**src/rtl/mips_mem_pkg.sv**
```systemverilog
// mips_mem_pkg: shared types and default widths for the MIPS data-memory arbiter
package mips_mem_pkg;
  typedef enum logic {OWN_CPU, OWN_DMA} owner_e;
  localparam int ADDR_W = 16;
  localparam int DATA_W = 16;
  localparam int MAX_BURST_DEF = 4;
  typedef struct packed {
    logic we;
    logic [ADDR_W-1:0] addr;
    logic [DATA_W-1:0] wdata;
  } mem_req_t;
endpackage

```
**src/rtl/arb_rr2.sv**
```systemverilog
// arb_rr2: two-way round-robin arbiter with a cap on consecutive grants to one master
module arb_rr2
  import mips_mem_pkg::*;
#(
  parameter int MAX_BURST = MAX_BURST_DEF
) (
  input  logic       clk,
  input  logic       rst,
  input  logic [1:0] req,
  output logic [1:0] gnt
);
  localparam int CW = MAX_BURST > 1 ? $clog2(MAX_BURST) : 1;
  localparam logic [CW-1:0] CAP = CW'(MAX_BURST - 1);
  owner_e last_owner, win;
  logic [CW-1:0] burst_cnt;
  logic prev_gnt, keep;
  // the previous owner may only keep the bus while its run is unbroken and under the cap
  always_comb begin
    keep = prev_gnt && burst_cnt < CAP;
    win = &req ? (keep ? last_owner : (last_owner == OWN_CPU ? OWN_DMA : OWN_CPU))
               : (req[0] ? OWN_CPU : OWN_DMA);
    gnt = (rst || !(|req)) ? 2'b00 : (win == OWN_CPU ? 2'b01 : 2'b10);
  end
  always_ff @(posedge clk) begin
    if (rst) begin
      last_owner <= OWN_DMA;
      burst_cnt <= '0;
      prev_gnt <= 1'b0;
    end else if (|gnt) begin
      last_owner <= win;
      burst_cnt <= (win == last_owner && prev_gnt) ? (burst_cnt == CAP ? CAP : burst_cnt + 1'b1) : '0;
      prev_gnt <= 1'b1;
    end else begin
      burst_cnt <= '0;
      prev_gnt <= 1'b0;
    end
  end
endmodule

```
**src/rtl/mips_dmem_arbiter.sv**
```systemverilog
// mips_dmem_arbiter: shares the single-port data memory between the CPU and the DMA/loader
module mips_dmem_arbiter
  import mips_mem_pkg::*;
#(
  parameter int ADDR_WIDTH = ADDR_W,
  parameter int DATA_WIDTH = DATA_W,
  parameter int MAX_BURST = MAX_BURST_DEF
) (
  input  logic                  clk,
  input  logic                  rst,
  input  logic                  m0_req,
  input  logic                  m0_we,
  input  logic [ADDR_WIDTH-1:0] m0_addr,
  input  logic [DATA_WIDTH-1:0] m0_wdata,
  output logic                  m0_gnt,
  output logic                  m0_rvalid,
  output logic [DATA_WIDTH-1:0] m0_rdata,
  input  logic                  m1_req,
  input  logic                  m1_we,
  input  logic [ADDR_WIDTH-1:0] m1_addr,
  input  logic [DATA_WIDTH-1:0] m1_wdata,
  output logic                  m1_gnt,
  output logic                  m1_rvalid,
  output logic [DATA_WIDTH-1:0] m1_rdata,
  output logic                  mem_en,
  output logic                  mem_we,
  output logic [ADDR_WIDTH-1:0] mem_addr,
  output logic [DATA_WIDTH-1:0] mem_wdata,
  input  logic [DATA_WIDTH-1:0] mem_rdata,
  output logic                  cpu_stall
);
  logic [1:0] gnt;
  logic rd_pend;
  owner_e rd_owner;
  arb_rr2 #(.MAX_BURST(MAX_BURST)) u_arb (
    .clk(clk),
    .rst(rst),
    .req({m1_req, m0_req}),
    .gnt(gnt)
  );
  // responses are masked during reset so a pending read never escapes
  always_comb begin
    m0_gnt = gnt[0];
    m1_gnt = gnt[1];
    mem_en = |gnt;
    mem_we = gnt[0] ? m0_we : gnt[1] & m1_we;
    mem_addr = gnt[0] ? m0_addr : (gnt[1] ? m1_addr : '0);
    mem_wdata = gnt[0] ? m0_wdata : (gnt[1] ? m1_wdata : '0);
    m0_rvalid = rd_pend && !rst && rd_owner == OWN_CPU;
    m1_rvalid = rd_pend && !rst && rd_owner == OWN_DMA;
    m0_rdata = m0_rvalid ? mem_rdata : '0;
    m1_rdata = m1_rvalid ? mem_rdata : '0;
    cpu_stall = m0_req && !m0_gnt && !rst;
  end
  always_ff @(posedge clk) begin
    if (rst) begin
      rd_pend <= 1'b0;
      rd_owner <= OWN_CPU;
    end else begin
      rd_pend <= mem_en && !mem_we;
      rd_owner <= gnt[1] ? OWN_DMA : OWN_CPU;
    end
  end
endmodule

```
**config.mk**
```make
export PLATFORM = sky130hd
export DESIGN_NAME = mips_dmem_arbiter
export DESIGN_NICKNAME = d
export VERILOG_FILES = /design/src/rtl/mips_mem_pkg.sv /design/src/rtl/arb_rr2.sv /design/src/rtl/mips_dmem_arbiter.sv
export SDC_FILE = /design/constraint.sdc
export NUM_CORES = 1
export LEC_CHECK = 0
export CAP_MARGIN = 20
export CORE_AREA = 2 2 60 62
export CTS_CLUSTER_SIZE = 8
export DETAILED_ROUTE_END_ITERATION = 8
export DIE_AREA = 0 0 62 64
export DONT_BUFFER_PORTS = 1
export GPL_TIMING_DRIVEN = 0
export PLACE_DENSITY = 0.54
export SETUP_SLACK_MARGIN = 0.4
export SLEW_MARGIN = 20
export SYNTH_ARGS = -nofsm -noshare
export SYNTH_HDL_FRONTEND = slang
export SYNTH_SLANG_ARGS = --single-unit
```
**constraint.sdc**
```tcl
create_clock -name clk -period 2.6 [get_ports clk]
set_clock_uncertainty 0.1 [all_clocks]
set_input_delay 0.52 -clock clk [delete_from_list [all_inputs] [get_ports clk]]
set_output_delay 0.52 -clock clk [all_outputs]
set_load 0.05 [all_outputs]
```
* Yosys cells after proc, flatten, opt, wreduce, memory -nomap -nowiden *
Index checks and enable logic that the tools add are counted.

word-level totals
  latch bits = 0
  bits in read-only memories = 0
  bits in registers = 6
  logic and storage cells = 46
  RAM bits = 0
  output and inout bits = 71
  memories kept = 0
  bits of input ports = 86

operators by class
  muxes and demuxes = 16
  magnitude comparators = 1
  shifts and indexed selects = 0
  $add $sub $neg = 1
  bitwise logic cells = 4
  divide/modulo/power cells = 0
  multiply operators = 0
  reduce and logical (&&, ||, !) cells = 17
  equality and inequality tests = 2

operator list
  kind                   number
  $mux W16               6
  $logic_and A1 B1 Y1    8
  $mux W1                7
  $mux W2                3
  $logic_not A1 Y1       4
  $reduce_or A2 Y1       2
  $not A1 Y1             3
  $reduce_or A3 Y1       1
  $add A2 B1 Y2 const B  1
  $eq A2 B2 Y1 const B   1
  $lt A2 B2 Y1 const B   1
  $reduce_and A2 Y1      1
  $and A1 B1 Y1          1
  $eq A1 B1 Y1           1
  $logic_or A1 B1 Y1     1

* Logic depth before layout (Yosys ltp) *
  depth in word-level cells = 10
  mapped depth = 6

* Hierarchy *
From an unflattened synthesis, not the netlist that was laid out.

unflattened totals
  cell total of the unflattened synthesis = 119
  area, all modules = 962.2 µm²

modules (own cells, without submodules)
  module             cells an instance  area an instance (µm²)  times used  sequential area each (µm²)
  mips_dmem_arbiter  89                 716.9                   1           40.0
  arb_rr2            30                 245.2                   1           80.1

* Worst setup path after synthesis *
Ideal clock, no wire load.

  kind = register to output
  from = reg u_arb.burst_cnt[1]
  to = out cpu_stall
  cell stages (with the launch flop) = 5
  required time = 1.980 ns
  slack = -0.216 ns
  buffers on the path = 1
  arrival time = 2.196 ns
  cell sequence = dfxtp_1 a21boi_4 mux2_4 buf_6 nor3b_1

between the ends
  cells in the longest elaborated chain, start to end = 9

ends and longest elaborated chain
  what                               RTL line                 source
  from (decl)                        arb_rr2.sv:15            logic [CW-1:0] burst_cnt;
  from (signal assigned)             arb_rr2.sv:31            burst_cnt <= (win == last_owner && prev_gnt) ? (burst_cnt == CAP ? CAP : burst_cnt + 1'b1) : '0;
  $lt A2 B2 Y1                       arb_rr2.sv:19            keep = prev_gnt && burst_cnt < CAP;
  $logic_and A1 B1 Y1                arb_rr2.sv:19
  $mux W1 (2 in series)              arb_rr2.sv:20            win = &req ? (keep ? last_owner : (last_owner == OWN_CPU ? OWN_DMA : OWN_CPU))
  $mux W2 (2 in series)              arb_rr2.sv:22            gnt = (rst || !(|req)) ? 2'b00 : (win == OWN_CPU ? 2'b01 : 2'b10);
  $logic_not A1 Y1                   mips_dmem_arbiter.sv:53  cpu_stall = m0_req && !m0_gnt && !rst;
  $logic_and A1 B1 Y1 (2 in series)  mips_dmem_arbiter.sv:53
  to (decl)                          mips_dmem_arbiter.sv:30  output logic cpu_stall

Every way passes these cells.

* Worst setup path in the final report *
  from = reg u_arb.prev_gnt
  to = out cpu_stall

between the ends
  cells in the longest elaborated chain, start to end = 8

ends and longest elaborated chain
  what                               RTL line                 source
  from (decl)                        arb_rr2.sv:16            logic prev_gnt, keep;
  from (signal assigned)             arb_rr2.sv:28            prev_gnt <= 1'b0;
  from (signal assigned)             arb_rr2.sv:32            prev_gnt <= 1'b1;
  from (signal assigned)             arb_rr2.sv:35            prev_gnt <= 1'b0;
  $logic_and A1 B1 Y1                arb_rr2.sv:19
  $mux W1 (2 in series)              arb_rr2.sv:20
  $mux W2 (2 in series)              arb_rr2.sv:22
  $logic_not A1 Y1                   mips_dmem_arbiter.sv:53
  $logic_and A1 B1 Y1 (2 in series)  mips_dmem_arbiter.sv:53

Every way passes these cells.

==> metrics.md <==
| Metric | Value |
|---|---|
| Post-layout nets | `307` |
| Ports | `157` |
| Post-Synthesis Net Count | `280` |
| Vias in the first global route | `1582` |
| Clock Path Buffers | `2` |
| Via count | `1573` |
| Worst slew margin | `36.95%` |
| # hold bufs at CTS | `0` |
| Least-Margin Pin Slew | `0.9422 ns` |
| Layout Cells excl Fill | `265` |
| Bufs and invs on worst path | `1` |
| Worst IR drop on VDD | `0.2176 mV` |
| Hold Fails Final Rpt | `0` |
| R2r setup slk | `0.84 ns` |
| CTS Root Cell | `clkbuf_4` |
| Clk sinks | `6` |
| GRT Resource Usage Total | `26.31%` |
| Final wirelength | `5331 um` |
| YS warnings | `0` |
| GP Congestion | `0.7366` |
| Synthesized area per cell | `6.179 um^2` |
| Largest net degree at the start of global routing | `11` |
| Drt first pass iters | `4` |
| DR vias/cell | `5.936` |
| Mapped Area | `1199 um^2` |
| Register area share after synthesis | `10.02%` |
| Row Count | `21` |
| Slowest cell on crit path | `nor3b_4` |
| Routed len/inst | `20.12 um` |
| Worst skew pair latency | `0.24 ns` |
| First-pass GRT wire length | `7983 um` |
| Critical path fanouts, max | `4` |
| Max_cap viols | `0` |
| CP peak stage delay | `0.50 ns` |
| DIE HEIGHT | `64 um` |
| Crit-path cells | `a21boi_4 > mux2_4 > buf_8 > nor3b_4` |
| Cell variety after synth | `22` |
| Endpoints failing setup | `0` |
| Delay-heaviest family, CP | `simple AND/OR/NAND/NOR gates` |
| Die width | `62 um` |
| Design Area, Final | `2397 um^2` |
| Detailed Place HPWL | `3765 um` |
| GRT overflow | `0` |
| Initial antenna violation count | `0` |
| Max frequency | `0.4106 GHz` |
| Setup TNS | `0 ns` |
| Final worst setup slack | `0.1647 ns` |
| Worst setup SP type | `flop` |
| Min Tclk post-route | `2.435 ns` |
| TritonCTS buffer count | `3` |
| Mapped Cells | `194` |
| Initial Utilization | `36.50%` |
| Max-slew violations | `0` |
| Critical Path Sink Type | `output port` |
| Kind of critical path | `flop to output port` |
| DRT antenna net count | `0` |
| Initial DRC count | `38` |
| Placed insts | `240` |
| Final period util | `93.66%` |
| Area delta synth->final | `100.0%` |
| Flop and latch count out of synthesis | `6` |
| Power density cells | `318.6 nW/um^2` |
| Hold crit path type | `input pin to flop` |
| # DRC | `0` |
| Die area | `3968 um^2` |
| CTS tree | `done` |
| Final Core Density | `72.99%` |
| Reg clk slew, reported paths | `0.05 ns` |
| Clock H-tree levels | `1` |
| Crit path DAT | `1.82 ns` |
| Layout cell share with drive strength beyond 1 | `73.97%` |
| Placed Area | `1587 um^2` |
| Core Region | `3284 um^2` |
| Pre-CTS setup slack | `0.02137 ns` |
| Unrepaired setup endpoints after global routing | `yes` |
| Diode count | `0` |
| Required time of the worst setup path | `1.98 ns` |
| IO buf count | `0` |
| Status | `finished, final reports clean` |
| Leak Pwr | `0.8178 nW` |
==> stage by stage <==
| step | total power [W] | hold slack [ns] |
|---|---|---|
| after global placement | 0.0005125 | 0.3611 |
| after floorplan | 0.0004824 | 0.3462 |
| final | 0.0007638 | 0.3235 |
| after detailed placement | 0.0005189 | 0.3694 |
| after global routing | 0.0008011 | 0.3423 |
| after CTS | 0.0007293 | 0.3212 |
==> metal layers <==
layer / routed length, um / share of wire, % / track usage [%] / vias to the layer above
met1: 1937 / 36 / 30.65 / 737
met2: 2923 / 55 / 49.22 / 95
met5: 0 / 0 / 0 / -
li1: - / - / - / 737
met4: 36 / 0.68 / 4.787 / 0
met3: 434 / 8.1 / 3.239 / 4
==> cell usage in the layout (no fill, tap or decap), drive strengths merged <==
cell / instances
a21boi: 2
a21oi: 36
a311o: 1
and2: 32
and3b: 1
buf: 38
clkbuf: 10
dfxtp: 6
inv: 1
mux2: 2
nand2: 5
nand2b: 3
nand3: 67
nand3b: 2
nor2: 8
nor2b: 1
nor3b: 3
o21bai: 1
==> report_power, final <==
group	total (W)	internal, W	switching, W
registers	0.000103	0.0000977	0.00000524
clock network	0.0000860	0.0000522	0.0000338
logic	0.000575	0.000197	0.000378
total	0.000764	0.000347	0.000417
==> Yosys cell counts <==
cell | n | area share [%]
nand3_1 | 67 | 28
a21oi_1 | 36 | 15
and2_1 | 32 | 17
buf_6 | 9 | 8.5
clkbuf_1 | 8 | 2.5
nor2_1 | 8 | 2.5
dfxtp_1 | 6 | 10
buf_2 | 5 | 2.1
nand2_1 | 5 | 1.6
nand2b_1 | 3 | 1.6
mux2_4 | 2 | 2.5
nand3b_1 | 2 | 1.3
nor3b_1 | 2 | 1.3
a21boi_0 | 1 | 0.63
a21boi_4 | 1 | 1.6
a311o_1 | 1 | 0.84
and3b_1 | 1 | 0.73
buf_1 | 1 | 0.31
inv_1 | 1 | 0.31
nor2b_1 | 1 | 0.52
nor3b_2 | 1 | 1.0
o21bai_1 | 1 | 0.63
==> cell type report <==
type | count | area (um^2)
clock buffers | 3 | 22.52
inverters | 1 | 3.754
plain buffers | 23 | 205.2
multi-input cells | 164 | 1715
repair buffers | 22 | 270.3
fillers | 266 | 887.1
well taps | 46 | 57.56
flip-flops and latches | 6 | 122.6
==> logic make-up after synthesis <==
group	Yosys count	share of synthesized area (%)
AO/OA/AOI/OAI	40	18.69
buffers and inverters	24	13.67
flip-flops	6	10.02
AND/OR/NAND/NOR	122	55.11
multiplexers	2	2.505
==> final timing paths <==
kind / startpoint / cells after the start / to
worst max-delay path: u_arb.prev_gnt / 4 / cpu_stall
worst min-delay path: m1_req / 2 / u_arb.prev_gnt
worst max register to register: u_arb.prev_gnt / 7 / rd_pend
worst min register to register: u_arb.burst_cnt[0] / 1 / u_arb.burst_cnt[0]
==> worst reg2reg max path, delay by kind of cell, from the launching register on <==
family,cells,cell delay [ns]
AOI/OAI and AO/OA,2,0.30
muxes,1,0.41
DFF,1,0.32
and+or+nand+nor,1,0.07
buffers and inverters,3,0.42
==> what timing repair did <==
action                                  in CTS  in global routing
endpoints found under the setup margin      68                 54
pin swaps                                   41                 40
setup buffers                               12                  4
gates cloned                                 5                  1
gates resized for setup                     96                 27
==> state kept, by name, indices dropped and copies added, names as in the netlist <==
register,count
rd_owner,1
rd_pend,1
u_arb.prev_gnt,1
u_arb.last_owner,1
u_arb.burst_cnt,2
(Power assumes the default switching activity.)
